===== config.mk =====
export PLATFORM = sky130hd
export DESIGN_NAME = stopwatch_core
export DESIGN_NICKNAME = d
export VERILOG_FILES = /design/src/rtl/stopwatch_core.sv
export SDC_FILE = /design/constraint.sdc
export NUM_CORES = 1
export LEC_CHECK = 0
export BUFFER_PORTS_ARGS = -buffer_cell sky130_fd_sc_hd__buf_2
export CAP_MARGIN = 20
export CORE_MARGIN = 2
export CORE_UTILIZATION = 25
export DETAILED_ROUTE_END_ITERATION = 12
export PLACE_DENSITY_LB_ADDON = 0.08
export SLEW_MARGIN = 20
export SYNTH_ARGS = -nofsm -noshare
export SYNTH_HDL_FRONTEND = slang
export SYNTH_SLANG_ARGS = --single-unit

===== constraint.sdc =====
create_clock -name clk -period 2.4 [get_ports clk]
set_clock_uncertainty 0.05 [all_clocks]
set_input_delay 0.12 -clock clk [delete_from_list [all_inputs] [get_ports clk]]
set_output_delay 0.12 -clock clk [all_outputs]
set_load 0.005 [all_outputs]

===== src/rtl/stopwatch_core.sv =====
`default_nettype none
// +-----------------------------------------------------------------------+
// | stopwatch_core: BCD MM:SS.cc stopwatch with run/pause/lap control.    |
// | Rev 1.0                                                               |
// +-----------------------------------------------------------------------+
module stopwatch_core #(
  parameter int MIN_LIMIT = 59
) (
  input  logic       clk,
  input  logic       rst,
  input  logic       tick_i,
  input  logic       btn_ss_i,
  input  logic       btn_lap_i,
  input  logic       btn_clr_i,
  output logic [7:0] disp_cs_o,
  output logic [7:0] disp_sec_o,
  output logic [7:0] disp_min_o,
  output logic       running_o,
  output logic       lap_hold_o,
  output logic       ovf_o
);

  localparam logic [1:0] S_IDLE   = 2'd0;
  localparam logic [1:0] S_RUN    = 2'd1;
  localparam logic [1:0] S_PAUSE  = 2'd2;
  localparam logic [1:0] S_LAPRUN = 2'd3;

  localparam logic [3:0] c_MIN_T = 4'(MIN_LIMIT / 10);
  localparam logic [3:0] c_MIN_U = 4'(MIN_LIMIT % 10);

  logic [1:0]  state_q, state_d;
  // Packed digits {min_t, min_u, sec_t, sec_u, cs_t, cs_u}
  logic [23:0] cnt_q, cnt_d;
  logic [23:0] lap_q, lap_d;
  logic        ovf_q, ovf_d;

  logic w_count;
  logic w_min_at_limit;
  logic w_wrap;
  logic w_lap_entry;

  assign w_count        = tick_i & ~btn_clr_i & ((state_q == S_RUN) | (state_q == S_LAPRUN));
  assign w_min_at_limit = (cnt_q[23:20] == c_MIN_T) && (cnt_q[19:16] == c_MIN_U);
  assign w_wrap         = w_count && w_min_at_limit && (cnt_q[15:0] == 16'h5999);
  assign w_lap_entry    = (state_d == S_LAPRUN) && (state_q != S_LAPRUN);

  always_comb begin
    state_d = state_q;
    if (btn_clr_i) begin
      state_d = S_IDLE;
    end else if (btn_ss_i) begin
      case (state_q)
        S_RUN, S_LAPRUN: state_d = S_PAUSE;
        default:         state_d = S_RUN;
      endcase
    end else if (btn_lap_i) begin
      case (state_q)
        S_RUN:    state_d = S_LAPRUN;
        S_LAPRUN: state_d = S_RUN;
        default:  state_d = state_q;
      endcase
    end
  end

  // Ripple carry through the digit chain; each digit only ever steps within BCD range.
  always_comb begin
    cnt_d = cnt_q;
    if (btn_clr_i) begin
      cnt_d = '0;
    end else if (w_count) begin
      if (cnt_q[3:0] != 4'd9) begin
        cnt_d[3:0] = cnt_q[3:0] + 4'd1;
      end else begin
        cnt_d[3:0] = '0;
        if (cnt_q[7:4] != 4'd9) begin
          cnt_d[7:4] = cnt_q[7:4] + 4'd1;
        end else begin
          cnt_d[7:4] = '0;
          if (cnt_q[11:8] != 4'd9) begin
            cnt_d[11:8] = cnt_q[11:8] + 4'd1;
          end else begin
            cnt_d[11:8] = '0;
            if (cnt_q[15:12] != 4'd5) begin
              cnt_d[15:12] = cnt_q[15:12] + 4'd1;
            end else begin
              cnt_d[15:12] = '0;
              if (w_min_at_limit) begin
                cnt_d[23:16] = '0;
              end else if (cnt_q[19:16] != 4'd9) begin
                cnt_d[19:16] = cnt_q[19:16] + 4'd1;
              end else begin
                cnt_d[19:16] = '0;
                cnt_d[23:20] = cnt_q[23:20] + 4'd1;
              end
            end
          end
        end
      end
    end
  end

  always_comb begin
    lap_d = lap_q;
    ovf_d = ovf_q;
    if (btn_clr_i) begin
      lap_d = '0;
      ovf_d = 1'b0;
    end else begin
      if (w_lap_entry) lap_d = cnt_d;
      if (w_wrap)      ovf_d = 1'b1;
    end
  end

  always_ff @(posedge clk or posedge rst) begin
    if (rst) begin
      state_q <= S_IDLE;
      cnt_q   <= '0;
      lap_q   <= '0;
      ovf_q   <= 1'b0;
    end else begin
      state_q <= state_d;
      cnt_q   <= cnt_d;
      lap_q   <= lap_d;
      ovf_q   <= ovf_d;
    end
  end

  // Displays are purely combinational from registers so async reset clears them at once.
  logic [23:0] w_disp;
  assign w_disp     = (state_q == S_LAPRUN) ? lap_q : cnt_q;
  assign disp_min_o = w_disp[23:16];
  assign disp_sec_o = w_disp[15:8];
  assign disp_cs_o  = w_disp[7:0];
  assign running_o  = (state_q == S_RUN) || (state_q == S_LAPRUN);
  assign lap_hold_o = (state_q == S_LAPRUN);
  assign ovf_o      = ovf_q;

endmodule
`default_nettype wire


After elaboration in Yosys (flattened, before gate mapping)
Cells that the tools add are included.
{"block": "word_totals", "latchBits": 0, "rom_bits": 0, "mem_bits_rw": 0, "memories": 0, "elab_cells": 57, "output_inout_bits": 27, "ff_bits": 51}
{"block": "op_classes", "n_mux": 23, "n_lt_le_gt_ge": 0, "mul": 0, "div_mod_pow": 0, "add_sub_neg": 6, "n_eq_ne": 12, "n_bitwise": 4, "n_shift": 0, "n_reduce_logical": 8}
{"cell": "2-to-1 mux 24 bit", "count": 5}
{"cell": "adder 4 x 1 -> 4 bit, second input constant", "count": 6}
{"cell": "2-to-1 mux 4 bit", "count": 6}
{"cell": "2-to-1 mux 20 bit", "count": 1}
{"cell": "equality test 16 x 15 -> 1 bit, second input constant", "count": 1}
{"cell": "2-to-1 mux 16 bit", "count": 1}
{"cell": "2-to-1 mux 8 bit", "count": 2}
{"cell": "inequality test 4 bit, second input constant", "count": 4}
{"cell": "2-to-1 mux 12 bit", "count": 1}
{"cell": "2-to-1 mux 2 bit", "count": 4}
{"cell": "equality test 2 bit, second input constant", "count": 2}
{"cell": "equality test 4 x 3 -> 1 bit, second input constant", "count": 1}
{"cell": "equality test 4 bit, second input constant", "count": 1}
{"cell": "logical AND 1 bit", "count": 4}
{"cell": "inequality test 4 x 3 -> 1 bit, second input constant", "count": 1}
{"cell": "one-hot mux 2 bit (2 select lines)", "count": 1}
{"cell": "nonzero test 2 bit", "count": 2}
{"cell": "bitwise AND 1 bit", "count": 2}
{"cell": "equality test 2 x 1 -> 1 bit, second input constant", "count": 1}
{"cell": "2-to-1 mux 1 bit", "count": 2}
{"cell": "inequality test 2 bit, second input constant", "count": 1}
{"cell": "OR reduction 2 bit", "count": 1}
{"cell": "logical OR 1 bit", "count": 1}
{"cell": "NOT 1 bit", "count": 1}
{"cell": "OR 1 bit", "count": 1}

Depth between registers and ports, before layout
{"block": "depth", "depth_word": 11, "ltp_mapped": 8, "depth_no_buf": 7}

Worst setup path before layout
No wires, ideal clock.
{"block": "synth_timing", "path_kind": "reg2reg", "from": "reg state_q[0]", "to": "reg lap_q[22]", "setup_slack_ns": 0.290, "arrival_ns": 1.939, "period_less_slack_ns": 2.110, "path_buffers": 2, "stages_incl_launch_ff": 9, "path_cell_list": "dfrtp_1 > ha_1 > buf_2 > o21ai_2 > or3_4 > buf_6 > o41ai_2 > o41ai_1 > a22o_1"}
{"block": "synth_via", "elab_chain_len": 8, "word_cells_on_any_way": 18, "classes_between": "4 x eq/ne; 9 x mux; 2 x bitwise; 3 x reduce/logical"}
{"item": "start, declared", "line": "31", "rtl": "logic [1:0] state_q, state_d;"}
{"item": "start signal, assigned", "line": "121", "rtl": "state_q <= state_d;"}
{"item": "equality test 2 bit *"}
{"item": "via lap_hold_o", "line": "19", "rtl": "output logic lap_hold_o,"}
{"item": "one-hot mux 2 bit (2 select lines) / OR reduction 2 bit (equally long branches)", "line": "57, 52"}
{"item": "2-to-1 mux 2 bit (on tied branches)", "line": "56, 52"}
{"item": "2-to-1 mux 2 bit", "line": "51", "rtl": "end else if (btn_ss_i) begin"}
{"item": "2-to-1 mux 2 bit", "line": "49", "rtl": "if (btn_clr_i) begin"}
{"item": "equality test 2 bit", "line": "45", "rtl": "assign w_lap_entry = (state_d == S_LAPRUN) && (state_q != S_LAPRUN);"}
{"item": "logical AND 1 bit", "line": "45"}
{"item": "nonzero test 2 bit (no line)"}
{"item": "end signal, assigned", "line": "123", "rtl": "lap_q <= lap_d;"}
{"item": "end, declared", "line": "34", "rtl": "logic [23:0] lap_q, lap_d;"}
Mark *: on every way through the listed nets, which the timed path passes. The rest lies on a longest branch. The select of a mux whose other input is x is not followed.
A chain may end at the register's enable or synchronous reset.

Worst setup path in the final report
{"block": "layout_timing", "from": "reg cnt_q[1]", "to": "reg lap_q[20]"}
{"block": "layout_via", "elab_chain_len": 6}
{"item": "start, declared", "line": "33", "rtl": "logic [23:0] cnt_q, cnt_d;"}
{"item": "start signal, assigned", "line": "122", "rtl": "cnt_q <= cnt_d;"}
{"item": "inequality test 4 bit", "line": "71", "rtl": "if (cnt_q[3:0] != 4'd9) begin"}
{"item": "2-to-1 mux 20 bit", "line": "71"}
{"item": "2-to-1 mux 24 bit", "line": "70", "rtl": "end else if (w_count) begin"}
{"item": "2-to-1 mux 24 bit", "line": "68", "rtl": "if (btn_clr_i) begin"}
{"item": "2-to-1 mux 24 bit", "line": "109", "rtl": "if (w_lap_entry) lap_d = cnt_d;"}
{"item": "2-to-1 mux 24 bit", "line": "105", "rtl": "if (btn_clr_i) begin"}
Every way passes these cells. The select of a mux whose other input is x is not followed.

==> results.md <==
Outcome:
- The run finished with clean final reports.

Logic synthesis:
- The most frequent cell after synthesis is dfrtp_1.
- The largest total area in the synthesized netlist belongs to dfrtp_1.
- By count the netlist is led by dfrtp_1, nor2_1, mux2_2.
- For this run, asynchronously set or reset flops after synthesis account for 100%.
- The average cell area after synthesis is 10.1 µm².
- After synthesis, the cell types taking the most area are dfrtp_1, mux2_2, ha_1, nor2_1, mux2i_1.
- The most common flop cell mapped by yosys is dfrtp_1.
- The netlist uses 48 different library cells.
- The share of the synthesized area in compound gates (AO/OA/AOI/OAI) is 14.2%.
- The portion of the post-synthesis area used by sequential elements is 43.8%.
- The fraction of synthesized cell area taken by the top area cell type is 43.8%.
- The adder-cell share of the synthesized area is 6.01%.
- After synthesis, the largest family of logic cells by area is simple AND/OR/NAND/NOR gates.
- The mapped netlist covers 2910 µm².
- The synthesized design contains 0 enable-type register cells.
- Yosys printed 0 warnings.
- Synthesis produced a netlist with a net count of roughly 310.
- The number of cells produced by synthesis is 289.
- In the synthesized netlist, mux cells make up 12.4% of the area.
- After synthesis the netlist holds a flip-flop and latch count of 51.
- The share of synthesized cell area in and, or, nand and nor gates is 19.5%.
- The xor/xnor cell area share of the yosys netlist is 0.601%.

Setup path:
- The number of buffers and inverters on the critical path is 1.
- Broken down by cell family, the worst path's largest delay share belongs to simple AND/OR/NAND/NOR gates.
- Data arrives at the worst endpoint at between 2 and 2.5 ns.
- The largest stage delay on the critical path is 0.43 ns.
- The slowest stage of the critical path is the or3_4 cell.
- The worst setup path is captured at a flop.
- Walking the worst path, the cells encountered are inv_1 > ha_1 > nand3b_4 > or3_4 > nor3_2 > mux2i_1 > a211oi_2.
- The type of origin of the critical path is a flop.
- Along the worst path, the maximum fanout reaches 5.
- By startpoint and endpoint, the worst setup path is classified as flop to flop.
- The required time reported for the critical path endpoint is 2.51 ns.

STA:
- In this run the tightest slew margin relative to its limit is 53.3%.
- Based on the critical path, the design can be clocked at up to around 440 MHz.
- The final hold slack is 0.0676 ns.
- The final hold violation count is 0.
- The worst path needs around 2.3 ns of the cycle, external delays included.
- The count of pins over their slew limit is 0.
- The final setup violation count is 0.
- The post-route setup TNS is 0 ns.
- At the pin with the least slew margin, the transition time is 0.701 ns.
- Of the available clock period, the critical path in the final layout requires between 90% and 100%.
- The worst setup margin is 0.144 ns.
- Setup repair after global routing left no endpoint under its margin.

Placement:
- Once placement completed, the tool counted placed cells totaling 466.
- Before CTS, the worst setup slack after placement is 0.124 ns.
- Routability-driven placement finished with a final weighted congestion of 0.732.
- The total of buffers placed on input and output ports is 32.
- The half-perimeter wire length of the detailed placement result is around 5400 µm.

Floorplan:
- From left edge to right edge, the die measures around 110 µm.
- After floorplanning, the core was sized to cover 11400 µm².
- The floorplan step defined a die boundary enclosing 12500 µm².
- The starting density of the core is 25.5%.
- The die height is roughly 110 µm.
- 33 I/O pins were placed.
- The number of rows in the core area is 39.

Finish:
- The final standard cell utilization of the core is 30.4%.
- The antenna cell count is 0.
- The count of non-filler cells in the finished layout is 473.
- The synthesis-to-finish area growth is 19.2%.
- For this run, the post-layout net count is ~350.
- Cells with a size suffix above 1 make up 29.4% of the layout.
- The fill cell total of the finished layout is 1246.

Clocking:
- No sink is reached through more buffers than the 2 on the longest clock path.
- The clock-pin slew reported for the worst setup and hold paths after clock tree synthesis is 0.07 ns.
- The clock latency at the later pin of the worst-skew pair is 0.29 ns.
- The number of setup buffers added after CTS is 0.
- The CTS root buffer is clkbuf_16.
- TritonCTS built the clock tree.
- The CTS buffer count is 5.
- The clock tree synthesis step divided the H-tree into 2 levels.
- The clock net in this run drives a total of 51 sinks.

Power and ir drop:
- In this run the power spent charging and discharging nets is 437 µW.
- The combinational cell fraction of total power is under 10%.
- Net switching is 24.9% of the power.
- The share of total power dissipated in sequential elements is 50.7%.
- Dividing total power by cell area gives a power density of 505 nW/µm².
- The internal power summed over all cells is 1320 µW.
- The leakage power is about 0.0016 µW.
- The share of total power in the clock network is 39.6%.
- The highest ir drop seen on vdd is 206 µV.

Routing:
- The remaining number of nets flagged by the antenna check after routing is 0.
- After detailed routing, the number of vias per cell comes to between 4 and 5.
- The first TritonRoute pass finished after 4 iterations.
- The vias after detailed routing is approximately 2300.
- The wire length per cell is 16.1 µm.
- The number of remaining DRC errors is 0.
- The starting DRC count in detailed routing is 65.
- The routed design has 7640 µm of wire.

GRT:
- The first global-routing pass estimated between 10000 and 15000 µm of wire.
- The total routing usage reported by global routing is 12.7%.
- The number of global-route vias before repair came to between 2000 and 2500.
- Summed over all layers, the global routing overflow is 0.
- The initial antenna violation count was 0.
- Entering global routing, the biggest net connects 52 pins.

Run:
- The tool flagged a number of max-cap violations equal to 0.

Worst hold path:
- The class of the most critical hold timing path is primary input to flop.
## power groups by stage
stage	logic, µW	clock network [µW]	registers, µW
after floorplan	113	0	904
after global placement	172	0	906
after detailed placement	173	0	906
after CTS	175	727	889
after global routing	191	760	892
final	170	694	889
## through the flow
stage	instance area (µm²)	total power [µW]
after global routing	3470	1840
after global placement	3320	1080
after CTS	3460	1790
after detailed placement	3320	1080
final	3470	1750
after floorplan	2910	1020
## kinds of logic after synthesis
| group | after synthesis |
|---|---|
| AOI/OAI and AO/OA | 58 |
| xor gates and xnor gates | 2 |
| adders and majority gates | 14 |
| buffers and inverters | 25 |
| DFF | 51 |
| muxes | 33 |
| and+or+nand+nor | 106 |
## layout make-up
cell class	instances	area, µm²	area share, %
Inverter	11	41.3	1.19
Timing Repair Buffer	49	290	8.36
Tap cell	143	179	5.15
Multi-Input combinational cell	213	1560	44.8
Sequential cell	51	1280	36.7
Clock buffer	6	129	3.71
## final timing paths
check	from	end	slack, ns	cells past startpoint
max reg2reg	cnt_q[1]	lap_q[20]	0.14	7
min reg2reg	ovf_o	ovf_o	0.44	2
max in group asynchronous	rst	cnt_q[7]	1.32	4
max	cnt_q[1]	lap_q[20]	0.14	7
min in group asynchronous	rst	lap_q[13]	0.51	4
min	btn_ss_i	state_q[0]	0.07	2
## routing by layer
metal	vias up	share of wire, %	wire [µm]	GRT usage, %
met5	-	0	0	0
met4	0	1.1	81	3.17
met3	7	2.3	176	2.50
met2	24	48	3700	21.3
met1	1117	48	3680	16.9
li1	1113	-	-	-
## state kept, by name, indices dropped and copies added (netlist names)
register / flops
cnt_q: 24
lap_q: 24
state_q: 2
ovf_o: 1
## worst reg2reg max path, cell delays in order, from the launching register on
cell,delay (ns)
dfrtp_1,0.41
inv_1,0.08
ha_1,0.25
nand3b_4,0.11
or3_4,0.43
nor3_2,0.38
mux2i_1,0.33
a211oi_2,0.10
## cells in the final DEF (no fill, tap or decap), types with 9 or more instances in the layout
cell type / synthesis / final
buf_4: 0 / 16
ha_1: 14 / 13
o21ai_0: 15 / 15
mux2i_1: 9 / 9
nand2_1: 17 / 17
buf_2: 2 / 32
dfrtp_1: 51 / 51
a21oi_1: 12 / 12
nor2_1: 38 / 37
nand3_1: 9 / 9
inv_1: 11 / 10
mux2_2: 23 / 23
## what timing repair did
action                     CTS  global route
gates resized for setup      0             3
hold endpoints to repair     4             0
setup endpoints to repair    0             5
hold buffers                 1             0
Note: power is estimated with default switching activity, not from simulation.
